<file path="src/rtl/universal_register_unit.sv">
// Word register with opcode-selected update: hold, load, shift, rotate, inc/dec.
// Carry captures shift-out, wrap or saturation; zero decodes the stored word.
module universal_register_unit #(
    parameter int                   WORD_SIZE   = 8,
    parameter logic [WORD_SIZE-1:0] RESET_VALUE = '0,
    parameter bit                   SATURATE    = 1'b0
) (
    input  logic                 clk,
    input  logic                 rst,
    input  logic                 en,
    input  logic                 clr,
    input  logic [2:0]           op,
    input  logic [WORD_SIZE-1:0] data_in,
    input  logic                 ser_in,
    output logic [WORD_SIZE-1:0] data_out,
    output logic                 carry,
    output logic                 zero
);

    typedef enum logic [2:0] {
        OP_HOLD = 3'b000,
        OP_LOAD = 3'b001,
        OP_SHL  = 3'b010,
        OP_SHR  = 3'b011,
        OP_ROL  = 3'b100,
        OP_ROR  = 3'b101,
        OP_INC  = 3'b110,
        OP_DEC  = 3'b111
    } op_e;

    localparam logic [WORD_SIZE-1:0] ONES = '1;
    localparam logic [WORD_SIZE-1:0] ONE  = WORD_SIZE'(1);

    logic [WORD_SIZE-1:0] q_q, q_d;
    logic                 c_q, c_d;
    logic [WORD_SIZE:0]   inc_sum;
    logic                 q_ones, q_zero;

    assign inc_sum = {1'b0, q_q} + {1'b0, ONE};
    assign q_ones  = (q_q == ONES);
    assign q_zero  = (q_q == '0);

    // Only the op decode lives here; rst/clr/en priority is applied in the flop block.
    always_comb begin
        q_d = q_q;
        c_d = c_q;
        case (op_e'(op))
            OP_HOLD: ;
            OP_LOAD: begin q_d = data_in; c_d = 1'b0; end
            OP_SHL:  begin q_d = {q_q[WORD_SIZE-2:0], ser_in};  c_d = q_q[WORD_SIZE-1]; end
            OP_SHR:  begin q_d = {ser_in, q_q[WORD_SIZE-1:1]};  c_d = q_q[0]; end
            OP_ROL:  begin q_d = {q_q[WORD_SIZE-2:0], q_q[WORD_SIZE-1]}; c_d = q_q[WORD_SIZE-1]; end
            OP_ROR:  begin q_d = {q_q[0], q_q[WORD_SIZE-1:1]};  c_d = q_q[0]; end
            OP_INC: begin
                if (SATURATE) begin
                    q_d = q_ones ? q_q : inc_sum[WORD_SIZE-1:0];
                    c_d = q_ones;
                end else begin
                    q_d = inc_sum[WORD_SIZE-1:0];
                    c_d = inc_sum[WORD_SIZE];
                end
            end
            OP_DEC: begin
                // Borrow and saturation both flag on q==0; only the held value differs.
                q_d = (SATURATE && q_zero) ? q_q : q_q - ONE;
                c_d = q_zero;
            end
            default: ;
        endcase
    end

    always_ff @(posedge clk) begin
        if (!rst || clr) begin
            q_q <= RESET_VALUE;
            c_q <= 1'b0;
        end else if (en) begin
            q_q <= q_d;
            c_q <= c_d;
        end
    end

    assign data_out = q_q;
    assign carry    = c_q;
    assign zero     = q_zero;

endmodule

</file>
<file path="config.mk">
export PLATFORM = sky130hd
export DESIGN_NAME = universal_register_unit
export DESIGN_NICKNAME = d
export VERILOG_FILES = /design/src/rtl/universal_register_unit.sv
export SDC_FILE = /design/constraint.sdc
export NUM_CORES = 1
export LEC_CHECK = 0
export ABC_AREA = 1
export CAP_MARGIN = 25
export CORE_MARGIN = 3
export CORE_UTILIZATION = 45
export CTS_CLUSTER_SIZE = 8
export DETAILED_ROUTE_END_ITERATION = 10
export DONT_BUFFER_PORTS = 1
export PLACE_DENSITY_LB_ADDON = 0.1
export SYNTH_ARGS = -nofsm -noshare
export SYNTH_HDL_FRONTEND = slang
export SYNTH_SLANG_ARGS = --single-unit
</file>
<file path="constraint.sdc">
create_clock -name clk -period 1.75 [get_ports clk]
set_input_delay 0.525 -clock clk [delete_from_list [all_inputs] [get_ports clk]]
set_output_delay 0.525 -clock clk [all_outputs]
set_load 0.01 [all_outputs]
</file>
==> metrics.txt <==
vias per cell 5.62; number of buffers created by CTS 3; Startpoint Class flop; global-route wire length before repair 4720 um; asr flop ratio synth 0; switching power 0.000206 W; crit-path cells inv_2, ha_1, nand3_1, nor2_4; root buf cell clkbuf_4; Seq pwr share 0.389; Die Ht 54.9 um; num ports 26; final worst-path setup slack 0.0788 ns; Period minus WS final 1.67 ns; clock latency at the later pin of the worst-skew pair 0.26 ns; synth top area cells dfxtp_1 17%, nand2_1 15%, nand3_1 8.8%; Final period util 0.955; Max VDD drop 0.000439 V; outcome completed; Seq cells post-synth 9; Clock power frac 0.283; # diodes 0; sequential element share of the synthesized area 0.167; f_max 598 MHz; hold_buf cts 0; final WL 3030 um; clock sink count 9; Min-Delay Startpoint data_in[0]; ys flop type dfxtp_1; Buffers on Ports 0; Worst slew margin 0.777; Synth Cell Area 1080 sq um; critical path class flop to primary output; Avg Cell Area, Syn 5.92 sq um; GRT Util Overall 0.217; Layout Nets 207; fin. max-slew vios 0; worst setup path startpoint data_out[0]; commonest non-fill, non-tap cells in the layout 44 x nand2_1, 19 x nand3_1, 16 x nor2_1, 14 x inv_1, 13 x o21ai_0; Yosys Warn Count 0; Combinational Power Share 0.329; DIE WIDTH 54.9 um; Overflow after GRT 0; actual slew at the worst max-slew pin 0.333 ns; Area Overhead vs Synth 6.50%; H-tree levels 1; CP max stage delay 0.33 ns; non-filler instance count after layout 215; GPL Wtd Cong 0.939; # DRC 0; RSZ-0062 raised after global routing false; Synth area leader dfxtp_1; dpl hpwl 2430 um; critical path required time 1.22 ns; Post-synth EDFFs 0; initial core utilization 0.482; Sw Share 0.361; wire length per cell 14.1 um; pin count of the biggest net entering global routing 13; initial antenna violation count 0; critical path fanouts, max 7; Maximum Capacitance Violations 0; number of global-route vias before repair 989; core footprint 2230 sq um; Hold Slack 0.473 ns; placed cells 210; share of post-route cells with drive strength above 1 0.198; clock skew 0.00411 ns; pre-CTS setup slack 0.208 ns; fill count 251; # setup viols final 0; Mapped Cells 182; setup_tns 0 ns; crit path DAT 1.15 ns; Iteration-0 DRC Markers 37; Unique masters post-synth 27; worst hold path class input pin to flop; share of the synthesized area in the top cell type 0.167; Die Footprint 3020 sq um; Cell Int Power 0.000365 W; final hold viol count 0; Antenna Nets Post-Route 0; Clock Tree Buf Depth 2; Worst Setup End Kind primary output; TritonCTS clock tree built; Critical R2R Launch data_out[1]; Rows 17; DR pass1 iterations 4; Syn Nets 201; vias after detailed routing 1209; pwr dens 498 nW/um^2; CP max-delay cell dfxtp_1; commonest non-fill, non-tap cell in the layout nand2_1; Leak 0.512 nW; Clock Pin Slew Worst Setup and Hold Paths 0.06 ns
[kinds of logic (layout without fill, tap and decap cells)]
group,count (synthesis),in the layout,share of synthesized area
buffers and inverters,31,36,0.146
AND/OR/NAND/NOR,103,103,0.456
adder cells (fa/ha/maj),3,3,0.0348
flip-flops,9,9,0.167
AO/OA/AOI/OAI,36,36,0.195
[worst max-delay path: cells and delay by family, from the launching register on]
family	cells	cell delay (ns)
fa+ha+maj	1	0.17
buf+inv	1	0.13
simple gates	2	0.25
flops	1	0.33
[power by group through the flow]
stage               Sequential [W]  Combinational [W]  Clock [W]
global placement          0.000225           0.000177          0
finish                    0.000222           0.000188   0.000162
global route              0.000223           0.000213   0.000184
CTS                       0.000221           0.000186   0.000168
detailed placement        0.000226           0.000180          0
floorplan                 0.000227           0.000154          0
[metal layers]
metal | up-vias | routed length (um) | GRT usage
li1 | 621 | - | -
met1 | 553 | 1370 | 0.309
met2 | 35 | 1480 | 0.335
met3 | 0 | 172 | 0.0563
met4 | 0 | 0 | 0.0283
met5 | - | 0 | 0
[timing repair]
action	in CTS	in global routing
buffers inserted	0	1
pin swaps	0	1
resized for setup	4	2
endpoints found under the hold margin	0	0
setup endpoints to repair	1	1
[per-stage QoR]
stage          utilization  total power [W]  cell area [sq um]
6_report             0.514         0.000571               1150
4_1_cts              0.509         0.000576               1140
2_1_floorplan            -         0.000381               1080
3_3_place_gp         0.494         0.000403               1100
5_1_grt              0.514         0.000620               1150
3_5_place_dp         0.494         0.000406               1100
[layout make-up]
type	instances	area, sq um	share of cell area
clock buffers	4	26.3	0.0229
repair buffers	8	60.1	0.0523
multi-input cells	142	749	0.653
flip-flops and latches	9	181	0.158
well taps	28	35.0	0.0305
inverters	24	95.1	0.0829
[flip-flops by register name (all words and copies together) (netlist names)]
| signal | flops |
|---|---|
| carry | 1 |
| data_out | 8 |
[worst paths after layout]
check                                   end  slack, ns  cells after the start
worst max-delay path                   zero       0.08                      4
worst min-delay path            data_out[0]       0.47                      2
worst max register to register  data_out[6]       0.20                     10
worst min register to register        carry       0.53                      2
[synth_stat cells (2+ instances only)]
cell type	instances
o21ai_1	4
nor3_1	2
nand3_1	19
inv_1	16
nand2_1	44
o21ai_0	13
o211ai_1	2
buf_6	4
o22ai_1	2
buf_2	2
dfxtp_1	9
nor2_2	2
a21oi_1	11
nand3_2	4
nand4_1	10
ha_1	3
inv_2	7
nor2_1	18
nand2_2	2
Note: power is estimated with default switching activity, not from simulation.
